$ cat src/rtl/alu_pkg.sv
// Shared definitions for the ALU command issuer: opcodes, flag bit positions and FSM encoding.
package alu_pkg;

  localparam int unsigned OPC_W   = 4;
  localparam int unsigned SHIFT_W = 5;
  localparam int unsigned FLAG_W  = 4;

  localparam logic [OPC_W-1:0] OPC_ADD = 4'd0;
  localparam logic [OPC_W-1:0] OPC_SUB = 4'd1;
  localparam logic [OPC_W-1:0] OPC_AND = 4'd2;
  localparam logic [OPC_W-1:0] OPC_OR  = 4'd3;
  localparam logic [OPC_W-1:0] OPC_SRA = 4'd4;
  localparam logic [OPC_W-1:0] OPC_NOR = 4'd5;
  localparam logic [OPC_W-1:0] OPC_MAX = OPC_NOR;

  // Bit positions inside the packed {sign,overflow,zero,carry} flag vector
  localparam int unsigned FLG_C = 0;
  localparam int unsigned FLG_Z = 1;
  localparam int unsigned FLG_V = 2;
  localparam int unsigned FLG_S = 3;

  typedef enum logic [1:0] {
    ST_IDLE  = 2'd0,
    ST_DRIVE = 2'd1,
    ST_RESP  = 2'd2
  } state_t;

  // Opcodes above OPC_MAX are answered locally with an illegal response
  function automatic logic opc_legal(input logic [OPC_W-1:0] op);
    return (op <= OPC_MAX);
  endfunction

endpackage

$ cat src/rtl/alu_cmd_issuer.sv
// Initiator for an external combinational ALU: accepts one tagged command, drives the
// ALU inputs from registers, captures result/flags after a settle time and returns a
// tagged response.
// Ports:
//   clk, rst_n                     clock, async active-low reset
//   cmd_valid/cmd_ready            command handshake; cmd_opcode/a/b/shift/tag payload
//   alu_opcode/input1/input2/shiftValue   registered drive into the ALU
//   alu_result, alu_*Flag          ALU outputs, sampled at capture
//   rsp_valid/rsp_ready            response handshake; rsp_result/flags/tag/illegal payload
//   op_count                       responses completed since reset (wrapping)
module alu_cmd_issuer
  import alu_pkg::*;
#(
  parameter int unsigned WIDTH      = 64,
  parameter int unsigned TAG_W      = 4,
  parameter int unsigned SETTLE_CYC = 1,
  parameter int unsigned CNT_W      = 16
) (
  input  logic               clk,
  input  logic               rst_n,
  input  logic               cmd_valid,
  output logic               cmd_ready,
  input  logic [OPC_W-1:0]   cmd_opcode,
  input  logic [WIDTH-1:0]   cmd_a,
  input  logic [WIDTH-1:0]   cmd_b,
  input  logic [SHIFT_W-1:0] cmd_shift,
  input  logic [TAG_W-1:0]   cmd_tag,
  output logic [OPC_W-1:0]   alu_opcode,
  output logic [WIDTH-1:0]   alu_input1,
  output logic [WIDTH-1:0]   alu_input2,
  output logic [SHIFT_W-1:0] alu_shiftValue,
  input  logic [WIDTH-1:0]   alu_result,
  input  logic               alu_carryFlag,
  input  logic               alu_zeroFlag,
  input  logic               alu_overFlowFlag,
  input  logic               alu_signFlag,
  output logic               rsp_valid,
  input  logic               rsp_ready,
  output logic [WIDTH-1:0]   rsp_result,
  output logic [FLAG_W-1:0]  rsp_flags,
  output logic [TAG_W-1:0]   rsp_tag,
  output logic               rsp_illegal,
  output logic [CNT_W-1:0]   op_count
);

  localparam int unsigned SCNT_W = 4;

  state_t              state;
  state_t              state_nxt;
  logic [SCNT_W-1:0]   settle_q;
  logic [SCNT_W-1:0]   settle_d;
  logic [TAG_W-1:0]    tag_q;
  logic [TAG_W-1:0]    tag_d;

  logic                cmd_ready_d;
  logic [OPC_W-1:0]    alu_opcode_d;
  logic [WIDTH-1:0]    alu_input1_d;
  logic [WIDTH-1:0]    alu_input2_d;
  logic [SHIFT_W-1:0]  alu_shift_d;
  logic                rsp_valid_d;
  logic [WIDTH-1:0]    rsp_result_d;
  logic [FLAG_W-1:0]   rsp_flags_d;
  logic [TAG_W-1:0]    rsp_tag_d;
  logic                rsp_illegal_d;
  logic [CNT_W-1:0]    op_count_d;

  logic                accept;
  logic                rsp_done;
  logic                cmd_legal;

  assign accept    = cmd_valid & cmd_ready;
  assign rsp_done  = rsp_valid & rsp_ready;
  assign cmd_legal = opc_legal(cmd_opcode);

  // State register
  always_ff @(posedge clk or negedge rst_n) begin
    if (!rst_n) state <= ST_IDLE;
    else        state <= state_nxt;
  end

  // Next-state logic
  always_comb begin
    state_nxt = state;
    case (state)
      ST_IDLE:  if (accept) state_nxt = cmd_legal ? ST_DRIVE : ST_RESP;
      ST_DRIVE: if (settle_q == '0) state_nxt = ST_RESP;
      ST_RESP:  if (rsp_done) state_nxt = ST_IDLE;
      default:  state_nxt = ST_IDLE;
    endcase
  end

  // Next values for the registered outputs and datapath
  always_comb begin
    settle_d      = settle_q;
    tag_d         = tag_q;
    alu_opcode_d  = alu_opcode;
    alu_input1_d  = alu_input1;
    alu_input2_d  = alu_input2;
    alu_shift_d   = alu_shiftValue;
    rsp_result_d  = rsp_result;
    rsp_flags_d   = rsp_flags;
    rsp_tag_d     = rsp_tag;
    rsp_illegal_d = rsp_illegal;
    op_count_d    = op_count;
    // Handshake qualifiers track the state being entered so they line up with it
    cmd_ready_d   = (state_nxt == ST_IDLE);
    rsp_valid_d   = (state_nxt == ST_RESP);

    case (state)
      ST_IDLE: begin
        if (accept) begin
          alu_opcode_d = cmd_opcode;
          alu_input1_d = cmd_a;
          alu_input2_d = cmd_b;
          alu_shift_d  = cmd_shift;
          tag_d        = cmd_tag;
          if (cmd_legal) begin
            settle_d = SCNT_W'(SETTLE_CYC - 1);
          end else begin
            // Illegal opcode: answer immediately, ALU output is never sampled
            rsp_result_d  = '0;
            rsp_flags_d   = '0;
            rsp_tag_d     = cmd_tag;
            rsp_illegal_d = 1'b1;
          end
        end
      end
      ST_DRIVE: begin
        if (settle_q == '0) begin
          rsp_result_d         = alu_result;
          rsp_flags_d[FLG_C]   = alu_carryFlag;
          rsp_flags_d[FLG_Z]   = alu_zeroFlag;
          rsp_flags_d[FLG_V]   = alu_overFlowFlag;
          rsp_flags_d[FLG_S]   = alu_signFlag;
          rsp_tag_d            = tag_q;
          rsp_illegal_d        = 1'b0;
        end else begin
          settle_d = settle_q - SCNT_W'(1);
        end
      end
      ST_RESP: begin
        if (rsp_done) op_count_d = op_count + CNT_W'(1);
      end
      default: ;
    endcase
  end

  // Output and datapath registers
  always_ff @(posedge clk or negedge rst_n) begin
    if (!rst_n) begin
      settle_q       <= '0;
      tag_q          <= '0;
      cmd_ready      <= 1'b0;
      alu_opcode     <= '0;
      alu_input1     <= '0;
      alu_input2     <= '0;
      alu_shiftValue <= '0;
      rsp_valid      <= 1'b0;
      rsp_result     <= '0;
      rsp_flags      <= '0;
      rsp_tag        <= '0;
      rsp_illegal    <= 1'b0;
      op_count       <= '0;
    end else begin
      settle_q       <= settle_d;
      tag_q          <= tag_d;
      cmd_ready      <= cmd_ready_d;
      alu_opcode     <= alu_opcode_d;
      alu_input1     <= alu_input1_d;
      alu_input2     <= alu_input2_d;
      alu_shiftValue <= alu_shift_d;
      rsp_valid      <= rsp_valid_d;
      rsp_result     <= rsp_result_d;
      rsp_flags      <= rsp_flags_d;
      rsp_tag        <= rsp_tag_d;
      rsp_illegal    <= rsp_illegal_d;
      op_count       <= op_count_d;
    end
  end

endmodule
$ cat config.mk
export PLATFORM = sky130hd
export DESIGN_NAME = alu_cmd_issuer
export DESIGN_NICKNAME = d
export VERILOG_FILES = /design/src/rtl/alu_pkg.sv /design/src/rtl/alu_cmd_issuer.sv
export SDC_FILE = /design/constraint.sdc
export NUM_CORES = 1
export LEC_CHECK = 0
export ABC_CLOCK_PERIOD_IN_PS = 4600
export CORE_AREA = 2 2 172 174
export CTS_BUF_LIST = sky130_fd_sc_hd__clkbuf_4 sky130_fd_sc_hd__clkbuf_8
export CTS_CLUSTER_SIZE = 25
export DETAILED_ROUTE_END_ITERATION = 10
export DIE_AREA = 0 0 174 176
export HOLD_SLACK_MARGIN = 0.06
export REMOVE_ABC_BUFFERS = 1
export SLEW_MARGIN = 20
export SYNTH_ARGS = -nofsm -noshare
export SYNTH_HDL_FRONTEND = slang
export SYNTH_SLANG_ARGS = --single-unit
$ cat constraint.sdc
create_clock -name clk -period 4.6 [get_ports clk]
set_clock_uncertainty 0.1 [all_clocks]
set_input_delay 0.46 -clock clk [delete_from_list [all_inputs] [get_ports clk]]
set_output_delay 0.46 -clock clk [all_outputs]
set_load 0.005 [all_outputs]
Word level (Yosys, flattened, before mapping)
Cells that the tools add are included.
{"block": "word_totals", "input_bits": 213, "wordCells": 60, "out_inout_bits": 228, "ff_bits": 238}
{"block": "op_classes", "reduce_logical": 8, "n_eq_ne": 8, "n_bitwise": 2, "muxes": 25, "addsub": 2, "magnitude_cmp": 1}
{"operator": "64-bit two-way mux", "n": 3}
{"operator": "64-bit case mux with 2 select lines", "n": 1}
{"operator": "4-bit two-way mux", "n": 9}
{"operator": "4-bit case mux with 2 select lines", "n": 3}
{"operator": "16-bit by 1-bit adder with 16-bit output (second input constant)", "n": 1}
{"operator": "2-bit != test (second input constant)", "n": 5}
{"operator": "2-bit two-way mux", "n": 4}
{"operator": "4-bit AND reduction", "n": 2}
{"operator": "2-bit case mux with 3 select lines", "n": 1}
{"operator": "2-bit equality test (second input constant)", "n": 2}
{"operator": "4-bit by 3-bit less-or-equal comparator with 1-bit output (second input constant)", "n": 1}
{"operator": "2-bit zero test", "n": 2}
{"operator": "4-bit zero test", "n": 1}
{"operator": "2-bit AND reduction", "n": 2}
{"operator": "4-bit by 1-bit subtractor with 4-bit output (second input constant)", "n": 1}
{"operator": "1-bit two-way mux", "n": 3}
{"operator": "1-bit bitwise AND", "n": 2}
{"operator": "2-bit by 1-bit equality test with 1-bit output (second input constant)", "n": 1}
{"operator": "1-bit case mux with 2 select lines", "n": 1}
{"operator": "2-bit nonzero test", "n": 1}

Depth between registers and ports, before layout
Gate-level depths: netlist of the first run.
{"block": "depth", "word_depth": 5, "ltp_mapped": 7, "ltp_nobuf": 6}

Worst setup path after synthesis of the first run
OpenSTA, ideal clock, no wires.
{"block": "synth_timing", "path_type": "reg2reg", "startpoint": "register state[1]", "endpoint": "register alu_input2[27]", "arrival_time_ns": 1.496, "stages_incl_launch_ff": 5, "synth_period_minus_slack_ns": 1.721, "n_path_buf": 2, "required_ns": 4.375, "setup_ns": 0.125, "slack_ns": 2.879, "path_cell_list": "dfrtp_1 -> and4bb_2 -> buf_2 -> buf_2 -> mux2_2"}
{"block": "synth_between", "elab_chain_cells": 2}
{"element": "from (decl)", "line_no": "alu_cmd_issuer.sv:48", "source": "state_t state;"}
{"element": "from (signal assigned)", "line_no": "alu_cmd_issuer.sv:78", "source": "else state <= state_nxt;"}
{"element": "2-bit zero test", "line_no": "alu_cmd_issuer.sv:109", "source": "case (state)"}
{"element": "2-bit AND reduction (no source line)"}
{"element": "to (signal assigned)", "line_no": "alu_cmd_issuer.sv:170", "source": "alu_input2 <= alu_input2_d;"}
{"element": "to (decl)", "line_no": "alu_cmd_issuer.sv:30", "source": "output logic [WIDTH-1:0] alu_input2,"}
No other way between the ends.
A chain may end at the register's enable or synchronous reset.

Worst setup path in the final report of the first run
{"block": "layout_timing", "startpoint": "register state[1]", "endpoint": "register rsp_result[47]"}
{"block": "layout_between", "elab_chain_cells": 3, "elab_cells_between_ends": 8, "classes_between": "4 x eq/ne; 1 x mux; 3 x reduce/logical"}
{"element": "2-bit by 1-bit equality test with 1-bit output / 2-bit zero test (equally long branches)", "line_no": "alu_cmd_issuer.sv:109"}
{"element": "2-bit != test (no source line) / 2-bit nonzero test (equally long branches)"}
{"element": "4-bit AND reduction (no source line)"}
{"element": "to (signal assigned)", "line_no": "alu_cmd_issuer.sv:173", "source": "rsp_result <= rsp_result_d;"}
{"element": "to (decl)", "line_no": "alu_cmd_issuer.sv:39", "source": "output logic [WIDTH-1:0] rsp_result,"}
Several ways; a longest one is shown, not always the timed one.

==> results.yml, run 1 <==
outcome:
  status: "complete, no violations"
finish:
  fin_area_um2: 14700
  final_cell_mix: "439 x clkdlybuf4s50_1, 238 x dfrtp_1, 141 x mux2_2, 68 x a22o_1, 55 x clkbuf_8"
  drive_gt1_frac: 0.217
  insertedDiodeCount: 0
  final_nets: 1248
  final_common_cell: "clkdlybuf4s50_1"
  synthToLayoutAreaGrowth_pct: 63.7
yosys:
  synth_top_family_by_area: "multiplexers"
  yosysSeqAreaShare: 0.664
  synthMuxAreaShare: 0.182
  ys.flop_type: "dfrtp_1"
  postSynthCellCount: 573
  yosys.area_share.simple: 0.0357
  yosysWarnings: 0
  syn_area_per_cell_um2: 15.6
  ys_ff_latch: 238
  netlist_area_um2: 8960
  synthAdderAreaFrac: 0.00419
  synth_compound_area_frac: 0.0748
  yosysUniqueCellTypes: 33
  synth_enable_flop_cells: 0
  synth_xor_area_frac: 0.0166
  async_flop_share: 1.00
sta:
  relSlewSlack: 0.330
  hold_viol: 0
  setup_viol: 0
  period_share: 0.620
  grt_setup_unrepaired: "no"
  tightest_slew_ns: 1.01
  period_minus_slack_ns: 2.85
  tns_ns: 0
  drv_slew: 0
  max_freq_mhz: 351
setup_path:
  crit_type: "register to register"
  path_max_fanout: 37
  endpoint_kind: "register"
  worstPathArrival_ns: 3.19
  startpoint_type: "register"
  crit_required_ns: 4.94
grt:
  grtUsageTotal: 0.169
  grt_pass1_wl_um: 40400
  grt_max_degree: 147
  antenna_found_initial: 0
  grt_pass1_vias: 6841
  grt_overflow: 0
placement:
  dp_hpwl_um: 19300
  port_buffers: 440
  placed_area_um2: 13800
  routabilityCongestion: 0.740
floorplan:
  core_area_um2: 28500
  die_y_um: 176
  initial_core_util: 0.314
  rows: 62
  pin_count: 441
  die_area_um2: 30600
  die_x_um: 174
power:
  switching_power_mw: 2.47
  p_comb_frac: 0.390
  p_leak_nw: 6.23
  intPower_mw: 6.62
  pwr-share-seq: 0.381
  p_per_area_nw_per_um2: 620
  p_clk_frac: 0.228
  max-vdd-ir-drop_mv: 0.319
  swShare: 0.272
clocking:
  cts_buffer_depth: 3
  cts_sinks: 238
  clkLatencyLatePin_ns: 0.52
  clkSlewWorstSetupHoldPaths_ns: 0.06
  htree_levels: 2
  cts_tree: "yes"
  cts_root_buf: "clkbuf_8"
  cts_buffers: 43
flow_run:
  max_cap_violations: 0
drt:
  vias: 6447
  ant_nets: 0
  wl_per_cell_um: 18.6
  first_pass_iters: 4
  viasPerCell: 4.46
  routed_wl_um: 26800
  drt_iter0_markers: 233
  drc_errors: 0
worst_hold_path:
  hold_path_class: "register to register"
[worst paths after layout]
kind,startpoint,endpoint,slack [ns],cells after the start
hold / removal,op_count[15],op_count[15],0.38,1
setup / recovery,state[1],rsp_result[47],1.75,4
hold reg to reg,op_count[15],op_count[15],0.38,1
setup reg to reg,state[1],rsp_result[47],1.75,4
max in group asynchronous,rst_n,alu_input2[31],2.82,3
min in group asynchronous,rst_n,alu_input2[62],0.39,2
[power groups by stage]
stage	registers, mW	clock network, mW	logic [mW]
floorplan	3.53	0	1.20
global placement	3.47	0	3.58
detailed placement	3.49	0	3.61
CTS	3.48	2.15	3.61
global route	3.60	2.25	3.79
finish	3.47	2.07	3.55
[routing by layer]
metal	GRT usage	share of wire
met2	0.285	0.48
met3	0.0702	0.10
met1	0.198	0.40
met5	0	0
met4	0.0483	0.021
[sequential cells by signal (all words and copies together), names as in the netlist]
register	cells
state	2
settle_q	4
alu_opcode	4
cmd_ready	1
alu_shiftValue	5
rsp_flags	4
alu_input1	64
rsp_valid	1
rsp_result	64
rsp_illegal	1
rsp_tag	4
tag_q	4
op_count	16
alu_input2	64
[through the flow]
step	power (mW)	cells	hold slack [ns]	util	setup slack, ns
2_1_floorplan	4.73	540	0.0644	-	0.0593
3_3_place_gp	7.05	1370	0.360	0.482	1.75
3_5_place_dp	7.10	1370	0.370	0.482	1.70
4_1_cts	9.24	1444	0.378	0.514	1.69
5_1_grt	9.63	1444	0.404	0.514	1.53
6_report	9.09	1444	0.375	0.514	1.75
[what timing repair did]
item	CTS	global route
buffers inserted	0	0
resized for setup	0	0
endpoints found under the setup margin	0	0
hold endpoints to repair	75	0
hold buffers	1	0
[cells in the mapped netlist, types with 4 or more instances]
cell type | instances | area [um^2]
nor2_1 | 8 | 30.0
nand3_1 | 5 | 25.0
a21oi_1 | 4 | 20.0
xor2_1 | 7 | 61.3
nand2_1 | 21 | 78.8
inv_1 | 4 | 15.0
buf_4 | 4 | 30.0
nand4_1 | 4 | 25.0
mux2i_1 | 4 | 40.0
buf_2 | 27 | 135
a22o_1 | 68 | 596
xnor2_1 | 10 | 87.6
o21ai_0 | 5 | 25.0
dfrtp_1 | 238 | 5960
mux2_2 | 141 | 1590
[area by class of cell]
cell class	count	area [um^2]
clock inverter	4	45.0
sequential	238	5960
clock buffer	69	862
fill	2513	13900
inverter	4	15.0
tap	384	480
multi-input combinational	298	2820
timing repair buffer	447	4490
[cell families (layout without fill, tap and decap cells)]
group / after synthesis / after routing
AO/OA/AOI/OAI: 80 / 80
XOR/XNOR: 17 / 17
adder cells (fa/ha/maj): 3 / 3
buffers and inverters: 37 / 524
flip-flops: 238 / 238
multiplexers: 145 / 145
AND/OR/NAND/NOR: 53 / 53
[worst max-delay path: stages, from the launching register on]
cell and delay, ns:
dfrtp_1 0.43, nor2b_1 0.75, and3_2 0.84, buf_4 0.45
a22o_1 0.20
(Power assumes the default switching activity.)
==> inputs of run 2 (changes only) <==
Settings changed: ABC_CLOCK_PERIOD_IN_PS 4600 to 2700, CORE_AREA 2 2 172 174 to 2 2 173 175, DIE_AREA 0 0 174 176 to 0 0 175 177.
Clock period 4.6 ns to 2.7 ns, I/O delays scaled along.
==> run 2 against run 1 <==
First-iteration DRC count shrank 27%. Highest routed layer unchanged. Total power grew 69%. Sequential share of layout area down 0.20 points. Clock-buffer cell count is 10 lower. Flip-flop and latch count unchanged. Largest cell class unchanged. Cell area grew 0.49%. Critical path depth shrank 1. Clock power rose by 67%. Non-clock buffer count rose by 8. Routed wire length down 2.5%. Register-to-register slack got worse by 1.1 ns.
==> results.yml, run 2 (synthesis gave the netlist of run 1 again) <==
outcome:
  status: "complete, no violations"
floorplan:
  pin_count: 441
  die_x_um: 175
  die_y_um: 177
  rows: 63
  core_area_um2: 29200
  initial_core_util: 0.307
  die_area_um2: 31000
power:
  intPower_mw: 11.2
  p_comb_frac: 0.392
  p_total_mw: 15.4
  swShare: 0.272
  p_per_area_nw_per_um2: 1040
  switching_power_mw: 4.19
  max-vdd-ir-drop_mv: 0.398
  p_leak_nw: 6.26
  pwr-share-seq: 0.384
  p_clk_frac: 0.224
drt:
  ant_nets: 0
  viasPerCell: 4.46
  drt_iter0_markers: 171
  vias: 6483
  routed_wl_um: 26100
  first_pass_iters: 4
  wl_per_cell_um: 18.0
  drc_errors: 0
placement:
  routabilityCongestion: 0.731
  port_buffers: 440
  dpl_worst_slack_ns: 0.475
  placed_area_um2: 13900
  dp.cells: 1384
  dp_hpwl_um: 18900
sta:
  max_freq_mhz: 485
  postLayoutSetupSlackWorst_ns: 0.638
  setup_viol: 0
  drv_slew: 0
  tns_ns: 0
  grt_setup_unrepaired: "no"
  tightest_slew_ns: 0.538
  period_minus_slack_ns: 2.06
  hold_viol: 0
  period_share: 0.764
  relSlewSlack: 0.641
grt:
  grt_pass1_wl_um: 39700
  grt_overflow: 0
  grtUsageTotal: 0.164
  grt_pass1_vias: 6813
  antenna_found_initial: 0
  grt_max_degree: 79
setup_path:
  path_max_fanout: 24
  startpoint_type: "register"
  worstPathArrival_ns: 2.36
  endpoint_kind: "register"
  reg2reg_depth: 3
  crit_type: "register to register"
  crit_required_ns: 3.00
  rrSetupSlack_ns: 0.64
finish:
  synthToLayoutAreaGrowth_pct: 64.5
  insertedDiodeCount: 0
  fin_area_um2: 14700
  stdcell_count: 1454
  final_cell_mix: "439 x clkdlybuf4s50_1, 238 x dfrtp_1, 141 x mux2_2, 68 x a22o_1, 49 x clkbuf_8"
  final_nets: 1255
  drive_gt1_frac: 0.220
  final_common_cell: "clkdlybuf4s50_1"
  reg_top3: "alu_input1 x64, alu_input2 x64, rsp_result x64"
clocking:
  cts_buffer_depth: 3
  cts_sinks: 238
  cts_root_buf: "clkbuf_8"
  cts_buffers: 42
  clkSlewWorstSetupHoldPaths_ns: 0.06
  clkLatencyLatePin_ns: 0.53
  htree_levels: 2
  cts_tree: "yes"
flow_run:
  max_cap_violations: 0
worst_hold_path:
  hold_path_class: "input port to asynchronous set/reset pin"
## run 2: layout make-up
type	count	area, um^2
fillers	2596	14500
flip-flops and latches	238	5960
repair buffers	455	4600
multi-input cells	298	2820
clock buffers	59	749
well taps	390	488
clock inverters	10	113
inverters	4	15.0
## run 2: through the flow
stage          utilization  hold slack [ns]
2_1_floorplan            -           -0.126
3_3_place_gp         0.474            0.171
3_5_place_dp         0.474            0.167
4_1_cts              0.504            0.169
5_1_grt              0.504            0.194
6_report             0.504            0.177
## run 2: final timing paths
| check | startpoint | end |
|---|---|---|
| setup / recovery | state[1] | alu_input2[51] |
| max in group asynchronous | rst_n | alu_input2[37] |
| setup reg to reg | state[1] | alu_input2[51] |
| hold reg to reg | op_count[15] | op_count[15] |
| hold / removal | rst_n | rsp_result[39] |
| min in group clk | alu_result[53] | rsp_result[53] |
## run 2: worst max-delay path, stage by stage, from the launching register on
cell and delay [ns]:
dfrtp_1 0.44, and4bb_4 0.59, buf_4 0.38, mux2_2 0.38
## run 2: metal layers
layer  vias to the layer above  track usage  wire (um)
li1                       3002            -          -
met2                       306        0.268      12600
met1                      3133        0.203      10500
met4                         0       0.0462        501
met3                        42       0.0621       2590
met5                         -            0          0
## run 2: timing repair
action | CTS | global route
setup endpoints to repair | 0 | 0
endpoints found under the hold margin | 77 | 0
hold buffers | 1 | 0
buffers inserted | 0 | 0
gates resized for setup | 0 | 0
## run 2: power groups by stage
stage,sequential (mW),combinational [mW],clock [mW]
floorplan,6.01,2.05,0
global placement,5.94,6.08,0
detailed placement,5.95,6.16,0
CTS,5.92,6.16,3.59
global route,6.11,6.46,3.75
finish,5.91,6.04,3.45
==> inputs of run 3 (changes only) <==
Settings changed: ABC_CLOCK_PERIOD_IN_PS 2700 to 1700, CORE_AREA 2 2 173 175 to 2 2 171 173, DIE_AREA 0 0 175 177 to 0 0 173 175, PLACE_DENSITY from default to 0.68.
Clock period 2.7 ns to 1.7 ns, I/O delays scaled along.
==> run 3 against run 2 <==
The flow now finishes with violations (negative setup slack). Critical path depth is 1 higher. Cell area is 9.2% higher. Clock power grew 69%. Via count grew 7.9%. Worst hold slack got worse by 0.12 ns. Utilization grew 6.3 points. First-iteration DRC count increased by 44%. Combinational power up 75%.
==> results.yml, run 3 (synthesis gave the netlist of run 1 again) <==
finish:
  fin_area_um2: 16100
  drive_gt1_frac: 0.289
  synthToLayoutAreaGrowth_pct: 79.6
  final_nets: 1338
  final_cell_mix: "238 x clkdlybuf4s50_1, 237 x dfrtp_1, 126 x dlygate4sd2_1, 77 x mux2_2, 75 x dlymetal6s2s_1"
  insertedDiodeCount: 0
  final_common_cell: "clkdlybuf4s50_1"
  reg_top3: "alu_input1 x64, alu_input2 x64, rsp_result x64"
sta:
  grt_setup_unrepaired: "yes"
  period_minus_slack_ns: 1.77
  max_freq_mhz: 564
  hold_viol: 0
  relSlewSlack: 0.614
  drv_slew: 0
  period_share: 1.04
  postLayoutSetupSlackWorst_ns: -0.0728
  tightest_slew_ns: 0.577
  setup_viol: 160
setup_path:
  cp_num_buf_inv: 2
  critPathMaxStageDelay_ns: 0.40
  crit_required_ns: 2.01
  crit_chain: "and4bb_4, buf_12, buf_16, mux2_2"
  reg2reg_from: "state[0]"
  crit_type: "register to register"
  cp.depth: 4
  rrSetupSlack_ns: -0.07
  path_max_fanout: 19
  crit_end: "alu_input1[45]"
  crit_slowest_cell: "dfrtp_1"
  crit_start: "state[0]"
  startpoint_type: "register"
  worstPathArrival_ns: 2.08
  reg2reg_depth: 4
  endpoint_kind: "register"
  crit_family: "flip-flops"
  regToRegEndpoint: "alu_input1[45]"
clocking:
  holdBufCountCts: 2
  clkLatencyLatePin_ns: 0.53
  clkSlewWorstSetupHoldPaths_ns: 0.06
  cts_sinks: 238
  cts_buffers: 41
  cts_buffer_depth: 3
  cts_tree: "yes"
  cts_root_buf: "clkbuf_8"
  htree_levels: 2
drt:
  viasPerCell: 4.55
  drc_errors: 0
  first_pass_iters: 4
  vias: 6993
  routed_wl_um: 29600
  drt_iter0_markers: 247
  ant_nets: 0
  wl_per_cell_um: 19.2
power:
  p_total_mw: 25.8
  p_leak_nw: 8.28
  max-vdd-ir-drop_mv: 0.730
  p_per_area_nw_per_um2: 1600
floorplan:
  core_area_um2: 28400
  initial_core_util: 0.316
  die_area_um2: 30300
  pin_count: 441
  die_y_um: 175
  die_x_um: 173
  rows: 62
grt:
  grt_overflow: 0
  grtUsageTotal: 0.182
  antenna_found_initial: 0
  grt_pass1_wl_um: 43400
  grt_max_degree: 59
  grt_pass1_vias: 7565
outcome:
  failed_checks: "negative setup slack"
  status: "finished with violations"
placement:
  dp_hpwl_um: 20500
  placed_area_um2: 14300
  port_buffers: 440
  routabilityCongestion: 0.790
flow_run:
  max_cap_violations: 0
worst_hold_path:
  hold_path_class: "input port to asynchronous set/reset pin"
==> run 3: cell count changes in the layout (fill, tap and decap cells not counted), moves of 6 or more <==
cell / previous run / this run
mux2_4: 0 / 64
buf_8: 1 / 7
buf_4: 8 / 56
buf_12: 6 / 14
dlygate4sd2_1: 0 / 126
dlymetal6s2s_1: 0 / 75
buf_6: 0 / 14
clkdlybuf4s50_1: 439 / 238
mux2_2: 141 / 77
==> run 3: routing by layer <==
layer,up-vias,share of wire,global-route usage
met5,-,0,0
met4,0,0.028,0.0586
li1,3173,-,-
met2,342,0.51,0.323
met1,3418,0.38,0.205
met3,60,0.084,0.0653
==> run 3: cell type report <==
cell class                      instances  area [um^2]
Clock buffer                           63          811
Clock inverter                         10          128
Fill cell                            2348        12300
Inverter                                4         15.0
Multi-Input combinational cell        298         3120
Sequential cell                       238         5960
Tap cell                              384          480
Timing Repair Buffer                  539         5590
==> run 3: worst min-delay path by stage <==
stage | from | to | slack [ns] | depth (start not counted)
after detailed placement | rst_n | alu_input1[17] | 0.04 | 1
after global routing | rst_n | rsp_result[7] | 0.04 | 2
final | rst_n | rsp_result[7] | 0.05 | 2
after CTS | rst_n | rsp_result[7] | 0.03 | 2
after global placement | rst_n | alu_input2[13] | 0.03 | 1
after floorplan | rst_n | alu_input1[0] | -0.23 | 0
==> run 3: timing repair <==
| action | 4_1_cts | 5_1_grt |
|---|---|---|
| pin swaps | 4 | 7 |
| setup endpoints to repair | 323 | 280 |
| buffers inserted | 22 | 10 |
| resized for setup | 180 | 135 |
| endpoints found under the hold margin | 238 | 28 |
| gates cloned | 1 | 6 |
==> run 3: per-stage QoR <==
step	setup WS, ns	TNS [ns]	utilization	cells	hold slack, ns
after floorplan	-2.84	-439.21	-	540	-0.226
after global placement	-0.187	-28.14	0.504	1423	0.0334
after detailed placement	-0.212	-32.92	0.504	1423	0.0408
after CTS	-0.0722	-7.20	0.547	1521	0.0340
after global routing	-0.129	-14.14	0.567	1536	0.0450
final	-0.0728	-4.08	0.567	1536	0.0519
==> run 3: power by group <==
part	internal [mW]	leakage, nW	switching, mW
Combinational	7.00	4.82	3.63
Sequential	8.07	2.95	1.27
Clock	3.49	0.496	2.34
Total	18.6	8.28	7.25
